**src/rtl/addr_sequencer.sv**
```systemverilog
// -----------------------------------------------------------------------------
// addr_sequencer
//
// Generates a read address that moves between a programmable lower and upper
// bound (both inclusive). Four modes are supported: up with wrap, down with
// wrap, ping-pong, and one-shot up. An internal rate divider lets the address
// advance only every div+1 enabled cycles. The block is intended to drive the
// read port of a RAM or ROM for display or playback.
//
// Parameters
//   ADDR_W      width of the address and of the bounds
//   DIV_W       width of the rate-divider count
//
// Ports
//   clk         clock, rising edge
//   reset       synchronous, active-high reset
//   en          advance enable; low freezes both the address and the divider
//   restart     synchronous reload to the start of the sequence
//   mode        00 up-wrap, 01 down-wrap, 10 ping-pong, 11 one-shot up
//   lo, hi      lower / upper address bound (inclusive)
//   div         address advances every div+1 enabled cycles
//   addr        current address (registered)
//   dir         0 = moving up, 1 = moving down (registered)
//   wrap        one-cycle pulse on bound turnaround or wrap (registered)
//   done        one-shot sequence finished, level (registered)
//   bad_bounds  combinational, high while lo > hi
// -----------------------------------------------------------------------------
module addr_sequencer #(
  parameter int ADDR_W = 5,
  parameter int DIV_W  = 8
) (
  input  logic              clk,
  input  logic              reset,
  input  logic              en,
  input  logic              restart,
  input  logic [1:0]        mode,
  input  logic [ADDR_W-1:0] lo,
  input  logic [ADDR_W-1:0] hi,
  input  logic [DIV_W-1:0]  div,
  output logic [ADDR_W-1:0] addr,
  output logic              dir,
  output logic              wrap,
  output logic              done,
  output logic              bad_bounds
);

  typedef enum logic [1:0] {
    MODE_UP      = 2'b00,
    MODE_DOWN    = 2'b01,
    MODE_PING    = 2'b10,
    MODE_ONESHOT = 2'b11
  } mode_e;

  localparam logic [ADDR_W-1:0] ADDR_ONE = ADDR_W'(1);
  localparam logic [DIV_W-1:0]  TCNT_ONE = DIV_W'(1);

  mode_e             mode_s;
  logic              tick;
  logic              in_range;
  logic              at_lo;
  logic              at_hi;

  logic [DIV_W-1:0]  tcnt_q,  tcnt_d;
  logic [ADDR_W-1:0] addr_q,  addr_d;
  logic              dir_q,   dir_d;
  logic              wrap_q,  wrap_d;
  logic              done_q,  done_d;

  assign mode_s     = mode_e'(mode);
  assign bad_bounds = (lo > hi);
  assign in_range   = (addr_q >= lo) && (addr_q <= hi);
  assign at_lo      = (addr_q == lo);
  assign at_hi      = (addr_q == hi);

  // Rate divider. Restart clears the count and suppresses the tick on that
  // edge, so a restart while enabled costs exactly one cycle.
  always_comb begin
    // NOTE: every signal written here gets a default first so that no path
    // leaves it unassigned, which would otherwise infer a latch.
    tick   = 1'b0;
    tcnt_d = tcnt_q;
    if (restart) begin
      tcnt_d = '0;
    end else if (en) begin
      if (tcnt_q >= div) begin
        tcnt_d = '0;
        tick   = 1'b1;
      end else begin
        tcnt_d = tcnt_q + TCNT_ONE;
      end
    end
  end

  // Address / direction / done next-state. wrap defaults low so it can only
  // ever be a single-cycle pulse.
  always_comb begin
    addr_d = addr_q;
    dir_d  = dir_q;
    done_d = done_q;
    wrap_d = 1'b0;

    if (restart) begin
      addr_d = (mode_s == MODE_DOWN) ? hi : lo;
      dir_d  = (mode_s == MODE_DOWN);
      done_d = 1'b0;
    end else if (tick && !bad_bounds) begin
      unique case (mode_s)
        MODE_UP: begin
          dir_d = 1'b0;
          if (!in_range) begin
            addr_d = lo;
          end else if (at_hi) begin
            // Comparing against hi (not relying on overflow) keeps hi = max
            // wrapping back to lo.
            addr_d = lo;
            wrap_d = 1'b1;
          end else begin
            addr_d = addr_q + ADDR_ONE;
          end
        end

        MODE_DOWN: begin
          dir_d = 1'b1;
          if (!in_range) begin
            addr_d = hi;
          end else if (at_lo) begin
            addr_d = hi;
            wrap_d = 1'b1;
          end else begin
            addr_d = addr_q - ADDR_ONE;
          end
        end

        MODE_PING: begin
          if (!in_range) begin
            // Re-enter from the bound we are heading away from.
            addr_d = dir_q ? hi : lo;
          end else if (lo == hi) begin
            // Degenerate window: stay put but keep turning around.
            addr_d = lo;
            dir_d  = ~dir_q;
            wrap_d = 1'b1;
          end else if (!dir_q) begin
            if (at_hi) begin
              addr_d = hi - ADDR_ONE;
              dir_d  = 1'b1;
              wrap_d = 1'b1;
            end else begin
              addr_d = addr_q + ADDR_ONE;
            end
          end else begin
            if (at_lo) begin
              addr_d = lo + ADDR_ONE;
              dir_d  = 1'b0;
              wrap_d = 1'b1;
            end else begin
              addr_d = addr_q - ADDR_ONE;
            end
          end
        end

        MODE_ONESHOT: begin
          // Once finished, the sequence is frozen until restart or reset.
          if (!done_q) begin
            dir_d = 1'b0;
            if (!in_range) begin
              addr_d = lo;
            end else if (at_hi) begin
              done_d = 1'b1;
              wrap_d = 1'b1;
            end else begin
              addr_d = addr_q + ADDR_ONE;
            end
          end
        end
      endcase
    end
  end

  always_ff @(posedge clk) begin
    // NOTE: state registers use non-blocking assignments so every register
    // samples the pre-edge values, independent of statement order.
    if (reset) begin
      tcnt_q <= '0;
      addr_q <= '0;
      dir_q  <= 1'b0;
      wrap_q <= 1'b0;
      done_q <= 1'b0;
    end else begin
      tcnt_q <= tcnt_d;
      addr_q <= addr_d;
      dir_q  <= dir_d;
      wrap_q <= wrap_d;
      done_q <= done_d;
    end
  end

  assign addr = addr_q;
  assign dir  = dir_q;
  assign wrap = wrap_q;
  assign done = done_q;

endmodule

```
**config.mk**
```make
export PLATFORM = sky130hd
export DESIGN_NAME = addr_sequencer
export DESIGN_NICKNAME = d
export VERILOG_FILES = /design/src/rtl/addr_sequencer.sv
export SDC_FILE = /design/constraint.sdc
export NUM_CORES = 1
export LEC_CHECK = 0
export BUFFER_PORTS_ARGS = -buffer_cell sky130_fd_sc_hd__buf_2
export CAP_MARGIN = 10
export CORE_MARGIN = 2
export CORE_UTILIZATION = 30
export DETAILED_ROUTE_END_ITERATION = 16
export PLACE_DENSITY_LB_ADDON = 0.25
export SLEW_MARGIN = 10
export SYNTH_ARGS = -nofsm -noshare
export SYNTH_HDL_FRONTEND = slang
export SYNTH_SLANG_ARGS = --single-unit
```
**constraint.sdc**
```tcl
create_clock -name clk -period 5.7 [get_ports clk]
set_clock_uncertainty 0.2 [all_clocks]
set_input_delay 0.285 -clock clk [delete_from_list [all_inputs] [get_ports clk]]
set_output_delay 0.285 -clock clk [all_outputs]
set_load 0.05 [all_outputs]
```
Word level (Yosys, flattened, before mapping)

Index checks and enable logic that the tools add are counted.

Register bits after elaboration: 16
Logic and storage cells: 74

$add $sub $neg: 5
Magnitude comparators: 4
Eq/ne operators: 9
Mux-type cells: 39
Bitwise operators: 2
Reductions and logical operators: 10

Operator list:

| cell                                                                | count |
|---|---|
| 5-bit two-way mux                                                   | 16 |
| 5-bit case mux with 4 select lines                                  | 1 |
| 1-bit two-way mux                                                   | 19 |
| 5-bit == test                                                       | 3 |
| 5-bit by 1-bit adder with 5-bit output (second input constant)      | 2 |
| 5-bit by 1-bit subtractor with 5-bit output (second input constant) | 2 |
| 8-bit by 1-bit adder with 8-bit output (second input constant)      | 1 |
| 8-bit >= comparator                                                 | 1 |
| 8-bit two-way mux                                                   | 1 |
| 1-bit case mux with 4 select lines                                  | 2 |
| 3-bit inequality test (second input constant)                       | 2 |
| 3-bit AND reduction                                                 | 2 |
| 5-bit >= comparator                                                 | 1 |
| 5-bit greater-than comparator                                       | 1 |
| 5-bit <= comparator                                                 | 1 |
| 2-bit == test (second input constant)                               | 2 |
| 4-bit inequality test (second input constant)                       | 1 |
| 3-bit OR reduction                                                  | 1 |
| 2-bit by 1-bit == test with 1-bit output (second input constant)    | 1 |
| 1-bit logical AND                                                   | 2 |
| 2-bit zero test                                                     | 1 |
| 1-bit inverter                                                      | 2 |
| 2-bit AND reduction                                                 | 1 |
| 2-bit nonzero test                                                  | 1 |
| other kinds (2)                                                     | 2 |

Logic depth before layout (Yosys ltp)

Word-level depth: 8
Gate-level depth with buffers: 10

Least setup slack after synthesis

OpenSTA, ideal clock, no wires.

Path kind: register to register
Start: register addr_q[0], in the netlist addr[0]
End: register addr_q[2], in the netlist addr[2]
Data arrival time: 2.884 ns
Required time: 5.409 ns
Slack: 2.525 ns
Cell stages (with the launch flop): 11
Buffers on the path: 1
Cell sequence: dfxtp_1 -> inv_1 -> ha_1 -> nand2b_1 -> a221oi_4 -> a21o_1 -> buf_6 -> a21o_4 -> nor2_1 -> or4_1 -> a311oi_1

Longest elaborated chain between the ends: 8
Elaborated cells on any way between the ends: 24
Classes of those cells: add/sub: 2; order compare: 2; eq/ne: 3; mux: 15; reduce/logical: 2

Ends and longest elaborated chain:

| element                                                        | line          | RTL |
|---|---|---|
| start, declared                                                | 64            | `logic [ADDR_W-1:0] addr_q, addr_d;` |
| start signal, assigned                                         | 191           | `addr_q <= addr_d;` |
| 5-bit by 1-bit adder with 5-bit output (tied with other cells) | 118, 149, 172 |  |
| 5-bit two-way mux (on tied branches)                           | 144, 152      |  |
| 5-bit two-way mux                                              | 143           | `end else if (!dir_q) begin` |
| 5-bit two-way mux                                              | 138           | `end else if (lo == hi) begin` |
| 5-bit two-way mux                                              | 135           | `if (!in_range) begin` |
| 5-bit case mux with 4 select lines                             | 107           | `unique case (mode_s)` |
| 5-bit two-way mux                                              | 106           | `end else if (tick && !bad_bounds) begin` |
| 5-bit two-way mux                                              | 102           | `if (restart) begin` |

Parallel ways exist; a longest one is shown, timed or not. The select of a mux whose other input is x is not followed.
A chain may end at the register's enable or synchronous reset.

Final worst setup path

Ends and elaborated chain as after synthesis.

==> results.json <==
{
  "ys_seq_elements": 16,
  "viasPerCell": 5.55,
  "clk_latency_ps": 250,
  "crit_path_start_kind": "flop",
  "yosysSeqAreaShare_pct": 14.0,
  "hp-class": "in -> reg",
  "power.density_nw_per_um2": 172,
  "grt_pass1_wl_um": 11600,
  "port_buffers": 32,
  "critPathKind": "reg -> reg",
  "dr.pass1.iters": 5,
  "end_kind": "flop",
  "hold_violations": 0,
  "cp.depth": 9,
  "cp-endpoint": "addr[2]",
  "critical-path-top-delay-family": "compound AO/OA/AOI/OAI gates",
  "cts_root_buf": "clkbuf_8",
  "regToRegEndpoint": "addr[2]",
  "cts_tree": "done",
  "die_height_um": 91.3,
  "diodes": 0,
  "ctsLongestPathBuffers": 2,
  "critical_path.cell_chain": "inv_1, ha_1, nand2b_1, a221oi_4, a21o_1, a21o_4, nor2_1, or4_1, a311oi_1",
  "cts_max_level": 1,
  "routabilityCongestion": 0.962,
  "io_pins": 33,
  "drtIter0Drc": 215,
  "vias": 2386,
  "min_period_over_period_pct": 61.7,
  "rr_startpoint": "addr[0]",
  "synth-main-ff-cell": "dfxtp_1",
  "cp-startpoint": "addr[0]",
  "hold_buffers": 0,
  "synth_fp_nets": 362,
  "grt_max_degree": 16,
  "fp.dieW_um": 91.3,
  "worstHoldStart": "reset",
  "nets": 388,
  "fmax_ghz": 0.284,
  "setup_tns_ps": 0,
  "r2r_setup_slack_ps": 2180,
  "ctsResizeCount": 0,
  "fin_total_pwr_w": 0.000443,
  "grt_pass1_vias": 2375,
  "fp.coreArea_sq_um": 7330,
  "grt_overflow_total": 0,
  "worst_pin_slew_ps": 839,
  "slew_headroom_pct": 44.1,
  "cp_max_fo": 9,
  "ff2ff_path_depth": 9,
  "drive_gt1_share_pct": 12.1,
  "detail-route-antenna-nets": 0,
  "slowest_delay_ps": 550,
  "grt_use_total_pct": 17.0,
  "clkTransAtPathRegs_ps": 70,
  "synth.distinct_cells": 54,
  "clock-sinks": 16,
  "place_ws_ps": 2260,
  "worstPathRequired_ps": 5650,
  "setup_slack_ps": 2180,
  "antenna_found_initial": 0,
  "max_cap_viol_count": 0,
  "setup_viol": 0,
  "peakVddDrop_mv": 0.0845,
  "std_cell_rows": 31,
  "syn_area_sq_um": 2290,
  "worst-path-buf-inv": 1,
  "wl_per_cell_um": 15.9,
  "initial_core_util_pct": 31.2,
  "area_delta_synth_final_pct": 12.6,
  "post-cts-setup-buffer-count": 0,
  "routed_wirelength_um": 6840,
  "status": "finished clean",
  "p_leak_nw": 1.14,
  "cp_data_arrival_time_ps": 3470,
  "synth_edf_count": 0,
  "fillers": 765,
  "drv_slew": 0,
  "rsz0062_at_grt": "false",
  "final_cell_mix": "ha_1, buf_2, nand2_1",
  "numCtsBuffers": 3,
  "dieArea_sq_um": 8340,
  "yosys_warnings": 0,
  "dpl.hpwl_um": 5540,
  "syn_inst": 306,
  "drc": 0,
  "cpMaxStageDelayCell": "dfxtp_1",
  "min_period_ps": 3520,
  "avgSynthCellArea_sq_um": 7.48,
  "synthArstFlopShare_pct": 0
}
-- layout make-up --
| type | instances | area, sq um | area share, % |
|---|---|---|---|
| multi-input combinational | 252 | 1820 | 70.5 |
| clock buffer | 4 | 55.1 | 2.14 |
| timing repair buffer | 32 | 160 | 6.21 |
| sequential | 16 | 320 | 12.4 |
| tap | 99 | 124 | 4.81 |
| inverter | 27 | 101 | 3.93 |
-- registers in the layout (all words and copies together) (netlist names) --
signal  count
addr        5
dir         1
done        1
tcnt_q      8
wrap        1
-- synthesized netlist by cell type (all sizes together) (3+ instances only) --
master	count	area share [%]
mux2i	8	3.5
clkbuf	7	1.1
ha	32	17
o221ai	4	1.5
and3	4	1.1
inv	27	4.4
a211oi	7	2.5
a311oi	3	1.1
nor2	24	3.9
and2	3	0.82
nand2b	4	1.1
nand3	13	2.8
nand4	5	1.4
o21ai	13	2.8
a31oi	4	1.1
a211o	3	1.1
buf	4	1.0
a21o	5	2.0
xnor2	11	4.2
o21a	7	2.3
xor2	8	3.1
or3	3	0.82
o211ai	8	2.6
dfxtp	16	14
nor2b	6	1.6
nand2	29	4.8
a21oi	9	2.0
nor3	12	2.6
-- worst register-to-register path, cell delays in order, from the launching register on --
cell,delay [ps]
dfxtp_1,550
inv_1,210
ha_1,350
nand2b_1,220
a221oi_4,470
a21o_1,370
a21o_4,210
nor2_1,50
or4_1,550
a311oi_1,250
-- metrics by stage --
step	cells	hold WS, ps	instance area (sq um)	util, %
after detailed placement	426	306	2520	34.4
final	430	130	2580	35.2
after floorplan	306	233	2290	-
after CTS	430	126	2580	35.2
after global placement	426	307	2520	34.4
after global routing	430	149	2580	35.2
-- kinds of logic after synthesis --
group | Yosys count | share of synthesized area, %
adders and majority gates | 32 | 17.5
DFF | 16 | 14.0
and+or+nand+nor | 108 | 22.7
muxes | 9 | 3.99
AOI/OAI and AO/OA | 84 | 27.9
xor gates and xnor gates | 19 | 7.27
buffers and inverters | 38 | 6.62
-- worst min-delay path by stage --
stage / to / slack, ps / cells past startpoint
final: dir / 130 / 2
after global routing: dir / 150 / 2
after CTS: dir / 130 / 2
after detailed placement: tcnt_q[7] / 310 / 2
after global placement: tcnt_q[7] / 310 / 2
after floorplan: tcnt_q[0] / 230 / 2
-- power by group --
part / internal [W] / total, W / switching (W)
combinational: 0.0000788 / 0.000212 / 0.000134
sequential: 0.000116 / 0.000129 / 0.0000127
clock: 0.0000612 / 0.000102 / 0.0000404
-- metal layers --
metal / global-route usage (%) / wire, um
met3: 1.33 / 352
met2: 29.9 / 3320
met5: 0 / 0
met1: 22.1 / 3040
met4: 4.80 / 123
(Power assumes the default switching activity.)
